**src/rtl/store_process.sv**
```systemverilog
// store_process: store-side formatting and in-order write buffer.
// Stores from the MEM stage are alignment-checked, lane-replicated and
// given a byte strobe, then queued and drained to memory over req/ack.
// The pipeline only stalls when the buffer is full.

module store_process #(
    parameter int DEPTH = 4,
    parameter int CW    = 3
) (
    input  logic          clk,
    input  logic          rst,
    input  logic          st_valid,
    output logic          st_ready,
    input  logic [31:0]   st_addr,
    input  logic [31:0]   st_data,
    input  logic [2:0]    functM,
    output logic          misalign,
    output logic          mem_req,
    output logic [31:0]   mem_addr,
    output logic [31:0]   mem_wdata,
    output logic [3:0]    mem_wstrb,
    input  logic          mem_ack,
    output logic          empty,
    output logic [CW-1:0] count
);

    localparam int AW = (DEPTH > 1) ? $clog2(DEPTH) : 1;
    localparam logic [CW-1:0] FULL_COUNT = CW'(DEPTH);

    typedef enum logic {
        IDLE,
        REQ
    } state_t;

    state_t        state;
    logic [AW-1:0] wr_ptr;
    logic [AW-1:0] rd_ptr;

    logic [31:0]   addr_q [DEPTH];
    logic [31:0]   data_q [DEPTH];
    logic [3:0]    strb_q [DEPTH];

    logic          push;
    logic          pop;
    logic [31:0]   fmt_addr;
    logic [31:0]   fmt_data;
    logic [3:0]    fmt_strb;

    // Flag stores whose width/offset combination cannot be written as one aligned word access.
    always_comb begin
        misalign = 1'b0;
        if (st_valid) begin
            case (functM)
                3'b000:  misalign = 1'b0;
                3'b001:  misalign = st_addr[0];
                3'b010:  misalign = |st_addr[1:0];
                default: misalign = 1'b1;
            endcase
        end
    end

    // Replicate the store data across lanes and build the byte strobe before it enters the buffer.
    always_comb begin
        fmt_addr = {st_addr[31:2], 2'b00};
        fmt_data = st_data;
        fmt_strb = 4'b1111;
        case (functM)
            3'b000: begin
                fmt_data = {4{st_data[7:0]}};
                fmt_strb = 4'b0001 << st_addr[1:0];
            end
            3'b001: begin
                fmt_data = {2{st_data[15:0]}};
                fmt_strb = 4'b0011 << st_addr[1:0];
            end
            default: begin
                fmt_data = st_data;
                fmt_strb = 4'b1111;
            end
        endcase
    end

    // A full buffer refuses stores even when the head is leaving this cycle; there is no pass-through path.
    assign st_ready = (count != FULL_COUNT);
    assign empty    = (count == '0);
    assign push     = st_valid && st_ready && !misalign;
    assign pop      = (state == REQ) && mem_ack;

    // The head entry is only shown while a request is active so the bus reads zero when idle.
    assign mem_req   = (state == REQ);
    assign mem_addr  = mem_req ? addr_q[rd_ptr] : 32'h0;
    assign mem_wdata = mem_req ? data_q[rd_ptr] : 32'h0;
    assign mem_wstrb = mem_req ? strb_q[rd_ptr] : 4'h0;

    // Write the formatted store into the tail slot; reset wipes every slot.
    always_ff @(posedge clk) begin
        if (rst) begin
            for (int i = 0; i < DEPTH; i++) begin
                addr_q[i] <= 32'h0;
                data_q[i] <= 32'h0;
                strb_q[i] <= 4'h0;
            end
        end else if (push) begin
            addr_q[wr_ptr] <= fmt_addr;
            data_q[wr_ptr] <= fmt_data;
            strb_q[wr_ptr] <= fmt_strb;
        end
    end

    // Pointers advance independently and wrap naturally because DEPTH is a power of two.
    always_ff @(posedge clk) begin
        if (rst) begin
            wr_ptr <= '0;
            rd_ptr <= '0;
            count  <= '0;
        end else begin
            if (push) begin
                wr_ptr <= wr_ptr + AW'(1);
            end
            if (pop) begin
                rd_ptr <= rd_ptr + AW'(1);
            end
            case ({push, pop})
                2'b10:   count <= count + CW'(1);
                2'b01:   count <= count - CW'(1);
                default: count <= count;
            endcase
        end
    end

    // Drain FSM: stay in REQ while anything remains after this cycle's pop and push.
    always_ff @(posedge clk) begin
        if (rst) begin
            state <= IDLE;
        end else begin
            case (state)
                IDLE: begin
                    if (count != '0 || push) begin
                        state <= REQ;
                    end
                end
                REQ: begin
                    if (pop && count == CW'(1) && !push) begin
                        state <= IDLE;
                    end
                end
                default: state <= IDLE;
            endcase
        end
    end

endmodule

```
**config.mk**
```make
export PLATFORM = sky130hd
export DESIGN_NAME = store_process
export DESIGN_NICKNAME = d
export VERILOG_FILES = /design/src/rtl/store_process.sv
export SDC_FILE = /design/constraint.sdc
export NUM_CORES = 1
export LEC_CHECK = 0
export CELL_PAD_IN_SITES_DETAIL_PLACEMENT = 1
export CELL_PAD_IN_SITES_GLOBAL_PLACEMENT = 2
export CORE_MARGIN = 5
export CORE_UTILIZATION = 36
export CTS_CLUSTER_DIAMETER = 120
export DETAILED_ROUTE_END_ITERATION = 10
export PLACE_DENSITY = 0.83
export SYNTH_ARGS = -nofsm -noshare
export SYNTH_HDL_FRONTEND = slang
export SYNTH_SLANG_ARGS = --single-unit
```
**constraint.sdc**
```tcl
create_clock -name clk -period 6.8 [get_ports clk]
set_input_delay 2.04 -clock clk [delete_from_list [all_inputs] [get_ports clk]]
set_output_delay 2.04 -clock clk [all_outputs]
set_load 0.005 [all_outputs]
```
* Word-level counts from Yosys, hierarchy flattened
Memory sizes are Yosys's and may differ from the RTL's. A register that Yosys moved wholly into a read port is not among the register bits.
Cells that the tools add are included.
** Operators by class
- Add/sub/neg operators :: 4
- $mul :: 0
- Divide/modulo/power cells :: 0
- $lt $le $gt $ge :: 0
- Equal/unequal tests :: 6
- Shift operators :: 2
- Mux-type cells :: 31
- Bitwise gates (word level) :: 1
- Reductions and logical operators :: 16
** Operators with widths (count)
- $mux W32 :: 3
- $pmux W32 S2 :: 1
- $reduce_or A32 Y1 :: 1
- $mux W30 :: 1
- $reduce_or A30 Y1 :: 1
- $mux W2 :: 9
- $mux W1 :: 11
- $mux W4 :: 2
- $pmux W4 S2 :: 1
- $eq A3 B1 Y1 const B :: 2
- $logic_not A3 Y1 :: 2
- $pmux W3 S2 :: 1
- $logic_and A1 B1 Y1 :: 5
- $add A2 B1 Y2 const B :: 2
- $reduce_or A4 Y1 :: 1
- $shl A1 B2 Y4 const A :: 1
- $shl A2 B2 Y4 const A :: 1
- $add A3 B1 Y3 const B :: 1
- $eq A3 B2 Y1 const B :: 1
- $ne A3 B3 Y1 const B :: 1
- $pmux W1 S3 :: 1
- $reduce_bool A3 Y1 :: 1
- $sub A3 B1 Y3 const B :: 1
- $eq A2 B1 Y1 const B :: 1
- other kinds (7) :: 8
** Word-level totals
- Register bits after elaboration :: 8
- Latch bits :: 0
- RAM bits :: 264
- ROM bits :: 0
- Input bits :: 71
- Output and inout port bits :: 75
- Word-level logic and storage cells :: 67
- Memories kept :: 3
** Memories
- data_q :: depth 4, width 32, read ports 1, clocked after memory_dff 1, wr ports 4, line 40 : logic [31:0] data_q [DEPTH];
- addr_q :: depth 4, width 30, read ports 1, clocked after memory_dff 1, wr ports 4, line 39 : logic [31:0] addr_q [DEPTH];
- strb_q :: depth 4, width 4, read ports 1, clocked after memory_dff 1, wr ports 4, line 41 : logic [3:0] strb_q [DEPTH];

* Logic depth before layout (Yosys ltp)
- Depth in word-level cells :: 10
- Gate-level depth with buffers :: 9

* Least setup slack after synthesis
No wires, ideal clock.
- Kind :: input-to-reg
- Start :: input st_addr[0]
- End :: memory addr_q[3][0] (netlist name) (enable)
- Library setup time :: 0.498 ns
- Arrival time :: 6.148 ns
- Required time :: 6.302 ns
- Path slack :: 0.154 ns
- Stages on the path :: 5
- Buffers on the path :: 2
- Cell sequence :: buf_2 > a211oi_2 > o21ai_1 > clkbuf_1 > o21ai_1
** RTL lines
- start: declaration :: line 14 : input logic [31:0] st_addr,
- end: declaration :: line 39

* Final worst setup path
- Start :: input functM[0]
- End :: output misalign
** On the way
- Cells in the longest elaborated chain, start to end :: 3
- Elaborated cells on any way between the ends :: 5
- Classes of those cells :: eq/ne (2); mux (2); reduce/logical (1)
** RTL lines
- start: declaration :: line 16 : input logic [2:0] functM,
- $eq A3 B2 Y1 (tied with other cells) :: line 53 : case (functM)
- $pmux W1 S3 * :: line 53
- $mux W1 * :: line 52 : if (st_valid) begin
- end: declaration :: line 17 : output logic misalign,
Mark *: on every way between the ends. The rest lies on a longest branch, timed or not.

==> run_summary.xml <==
<?xml version="1.0" encoding="UTF-8"?>
<metrics>
  <group name="synth">
    <metric name="synth_top_area_frac" unit="">0.646</metric>
    <metric name="number_of_flops_mapped_to_enable_cells_by_yosys" unit="">264</metric>
    <metric name="synth_top_cells_by_area" unit="">edfxtp_1, mux4_2, nor2_1</metric>
    <metric name="synth_top_flop_cell" unit="">edfxtp_1</metric>
    <metric name="synth_area" unit="um2">12300</metric>
    <metric name="dominant_combinational_cell_family_by_area_after_synthesis" unit="">multiplexers</metric>
    <metric name="yosys.area_share.xor_xnor" unit="">0.00285</metric>
    <metric name="yosys.cell_types.count" unit="">40</metric>
    <metric name="post-synth-top-count-cell" unit="">edfxtp_1</metric>
    <metric name="proportion_of_synthesized_chip_area_in_sequential_cells" unit="">0.662</metric>
    <metric name="synth-seq-cells" unit="">274</metric>
    <metric name="asyncSetResetFlopFracSynth" unit="">0</metric>
    <metric name="syn_avg_cell_area" unit="um2">14.1</metric>
    <metric name="synth.yosys.warnings" unit="">0</metric>
    <metric name="yosys-top-cells-count" unit="">edfxtp_1, nor2_1, and2_1</metric>
    <metric name="synth_adder_area_share" unit="">0.00510</metric>
    <metric name="synth_mux_area_frac" unit="">0.150</metric>
    <metric name="yosysTopAreaCell" unit="">edfxtp_1</metric>
    <metric name="synth_simple_gate_area_frac" unit="">0.142</metric>
    <metric name="area_fraction_in_compound_gates_after_synthesis" unit="">0.0148</metric>
    <metric name="syn-instance-count" unit="">870</metric>
  </group>
  <group name="worst_setup_path">
    <metric name="worstSetupPathType" unit="">primary input to primary output</metric>
    <metric name="worstSetupStartpoint" unit="">functM[0]</metric>
    <metric name="crit_arrival" unit="ns">3.95</metric>
    <metric name="rrSetupSlack" unit="ns">3.27</metric>
    <metric name="worstPathRequired" unit="ns">4.76</metric>
    <metric name="reg2reg_depth" unit="">6</metric>
    <metric name="crit_path_end_kind" unit="">primary output</metric>
    <metric name="start_kind" unit="">primary input</metric>
    <metric name="worst_r2r_src" unit="">count[0]</metric>
    <metric name="timing.critical_path.fanout_max" unit="">9</metric>
    <metric name="r2r_end" unit="">data_q[2][24]</metric>
  </group>
  <group name="clocking">
    <metric name="cts.clk_slew.worst_paths" unit="ns">0.06</metric>
    <metric name="post_cts_resize_count" unit="">0</metric>
    <metric name="post-cts-setup-buffer-count" unit="">0</metric>
    <metric name="clockBufferDepth" unit="">3</metric>
    <metric name="clock_sink_count" unit="">274</metric>
    <metric name="clock_tree.htree_level_count" unit="">1</metric>
    <metric name="clockRootBuffer" unit="">clkbuf_16</metric>
    <metric name="cts-buffers-inserted" unit="">29</metric>
    <metric name="cts_tree" unit="">done</metric>
    <metric name="ctsHoldBuffers" unit="">0</metric>
    <metric name="worst_skew_pair_later_pin_latency" unit="ns">0.55</metric>
  </group>
  <group name="power_and_ir_drop">
    <metric name="ir_worst_vdd" unit="uV">175</metric>
    <metric name="total_leakage_power" unit="nW">5.14</metric>
    <metric name="clockPowerShare" unit="">0.369</metric>
    <metric name="p_int" unit="mW">3.05</metric>
    <metric name="netSwitchingPower" unit="uW">964</metric>
    <metric name="combinationalPowerShare" unit="">0.131</metric>
    <metric name="power_density" unit="nW/um2">266</metric>
    <metric name="share_seq_of_total_power" unit="">0.499</metric>
    <metric name="sw_frac_of_total" unit="">0.240</metric>
  </group>
  <group name="drt">
    <metric name="drtPass1Iterations" unit="">5</metric>
    <metric name="detail_route.iter0.violations" unit="">497</metric>
    <metric name="via_count" unit="">7611</metric>
    <metric name="wl_per_cell" unit="um">22.4</metric>
    <metric name="totalWireLength" unit="um">32900</metric>
    <metric name="number_of_remaining_drc_errors" unit="">0</metric>
    <metric name="via_per_inst" unit="">5.20</metric>
    <metric name="antenna_violating_nets_post_route" unit="">0</metric>
  </group>
  <group name="grt">
    <metric name="grt_pass1_wl" unit="um">50400</metric>
    <metric name="groute.usage.overall" unit="">0.170</metric>
    <metric name="first_global_vias" unit="">8404</metric>
    <metric name="initial_antenna_violation_count" unit="">1</metric>
    <metric name="grt_overflow" unit="">0</metric>
    <metric name="maximum_number_of_pins_on_one_net_before_global_route_repair" unit="">67</metric>
  </group>
  <group name="placed_design">
    <metric name="gp_routability_congestion" unit="">0.750</metric>
    <metric name="post-dp-hpwl" unit="um">20100</metric>
    <metric name="io_buffer_count" unit="">143</metric>
  </group>
  <group name="sta">
    <metric name="finClkSkew" unit="ns">0.00744</metric>
    <metric name="grt_setup_unrepaired" unit="">no</metric>
    <metric name="fin_hold_ws" unit="ns">0.538</metric>
    <metric name="max_slew.worst_pin.slew" unit="ns">1.15</metric>
    <metric name="period_minus_slack" unit="ns">5.99</metric>
    <metric name="setup-tns-final" unit="ns">0</metric>
    <metric name="final_hold_vio_count" unit="">0</metric>
    <metric name="timing.final.max_slew_violations" unit="">0</metric>
    <metric name="setup_viol" unit="">0</metric>
    <metric name="share_of_the_clock_period_used_by_the_worst_path_after_layout" unit="">0.880</metric>
    <metric name="timing.slew.headroom" unit="">0.233</metric>
    <metric name="fmax" unit="MHz">167</metric>
  </group>
  <group name="floorplan">
    <metric name="die-height" unit="um">195</metric>
    <metric name="die-area" unit="um2">37900</metric>
    <metric name="io_pins" unit="">146</metric>
    <metric name="start_util" unit="">0.365</metric>
    <metric name="core.rowCount" unit="">67</metric>
    <metric name="dieWidth" unit="um">195</metric>
    <metric name="core-area" unit="um2">33600</metric>
  </group>
  <group name="cells_and_area">
    <metric name="drive_above_1_share" unit="">0.140</metric>
    <metric name="areaGrowthSynthToFinish" unit="%">22.7</metric>
    <metric name="n_fill_cell" unit="">3383</metric>
    <metric name="n_antenna_cell" unit="">0</metric>
    <metric name="net_count_reported_at_finish" unit="">1071</metric>
  </group>
  <group name="hold_path">
    <metric name="whs_path_depth" unit="">2</metric>
    <metric name="hold_start" unit="">rd_ptr[1]</metric>
    <metric name="whs_endpoint" unit="">rd_ptr[1]</metric>
    <metric name="min-delay-path-class" unit="">register to register</metric>
  </group>
  <group name="flow_run">
    <metric name="maxCapViolCount" unit="">0</metric>
  </group>
  <group name="status">
    <metric name="outcome" unit="">finished, final reports clean</metric>
  </group>
</metrics>
## cells by family after synthesis
| kind of cell | count (synthesis) |
|---|---|
| xor+xnor | 4 |
| other cells | 1 |
| mux | 100 |
| buf+inv | 65 |
| fa+ha+maj | 5 |
| compound gates | 23 |
| simple gates | 398 |
| flops | 274 |
## cells in the final DEF (no fill, tap or decap), types with 2 or more instances in the layout
master / count
mux2_2: 9
inv_6: 2
clkbuf_1: 10
and2_1: 68
xor2_1: 3
o211ai_1: 4
edfxtp_1: 264
nand2_1: 42
o21a_1: 2
ha_1: 5
o21ai_0: 3
clkinv_1: 4
clkinv_2: 2
dfxtp_1: 7
clkdlybuf4s50_1: 143
o21ai_4: 2
dfxtp_4: 2
conb_1: 2
nor3_1: 28
mux4_2: 66
o2111ai_4: 2
nand2_4: 3
a21oi_1: 2
clkbuf_8: 5
nor2b_1: 5
mux2i_1: 25
clkbuf_16: 29
nor2_1: 245
a211oi_1: 2
buf_4: 11
inv_1: 2
## critical path: stages
cell and delay [ns]:
clkdlybuf4s50_1 0.74, a211oi_2 0.23, nor3b_1 0.36, clkdlybuf4s50_1 0.57
## cell type report
type | instances | area (um2) | share of cell area
Tap cell | 448 | 561 | 0.0372
Inverter | 3 | 11.3 | 0.000747
Multi-Input combinational cell | 532 | 3950 | 0.262
Clock buffer | 44 | 832 | 0.0552
Clock inverter | 8 | 42.5 | 0.00282
Sequential cell | 274 | 8140 | 0.540
Timing Repair Buffer | 155 | 1530 | 0.102
## state kept, by name (all words and copies together), names as in the netlist, named ones only
signal   flops
data_q     128
addr_q     120
strb_q      16
count        3
rd_ptr       2
wr_ptr       2
mem_req      1
## worst max path at each step
stage | endpoint | slack [ns]
after floorplan | addr_q[3][0] | 0.15
after global placement | misalign | 0.81
after detailed placement | misalign | 0.77
after CTS | misalign | 0.76
after global routing | misalign | 0.73
final | misalign | 0.81
## metrics by stage
stage / instance area [um2] / utilization / std cells / worst slack (ns) / total power [mW]
6_report: 15100 / 0.448 / 1464 / 0.815 / 4.01
5_1_grt: 15100 / 0.448 / 1464 / 0.725 / 4.17
3_5_place_dp: 14200 / 0.422 / 1412 / 0.775 / 2.58
2_1_floorplan: 12300 / - / 871 / 0.154 / 2.30
3_3_place_gp: 14200 / 0.422 / 1412 / 0.807 / 2.56
4_1_cts: 15100 / 0.448 / 1464 / 0.765 / 4.05
## metal layers
layer | share of wire | GRT usage | vias to the layer above
met1 | 0.44 | 0.228 | 3945
met4 | 0.011 | 0.0247 | 2
met5 | 0.00043 | 0 | -
met2 | 0.50 | 0.298 | 228
met3 | 0.053 | 0.0286 | 35
li1 | - | - | 3401
## power by group through the flow
stage / Combinational [mW] / Clock (mW) / Sequential [mW]
after floorplan: 0.309 / 0 / 1.99
after global placement: 0.528 / 0 / 2.04
after detailed placement: 0.535 / 0 / 2.04
after CTS: 0.538 / 1.51 / 2.01
after global routing: 0.568 / 1.58 / 2.02
final: 0.527 / 1.48 / 2.00
No activity file was read; power rests on OpenSTA's default activity.
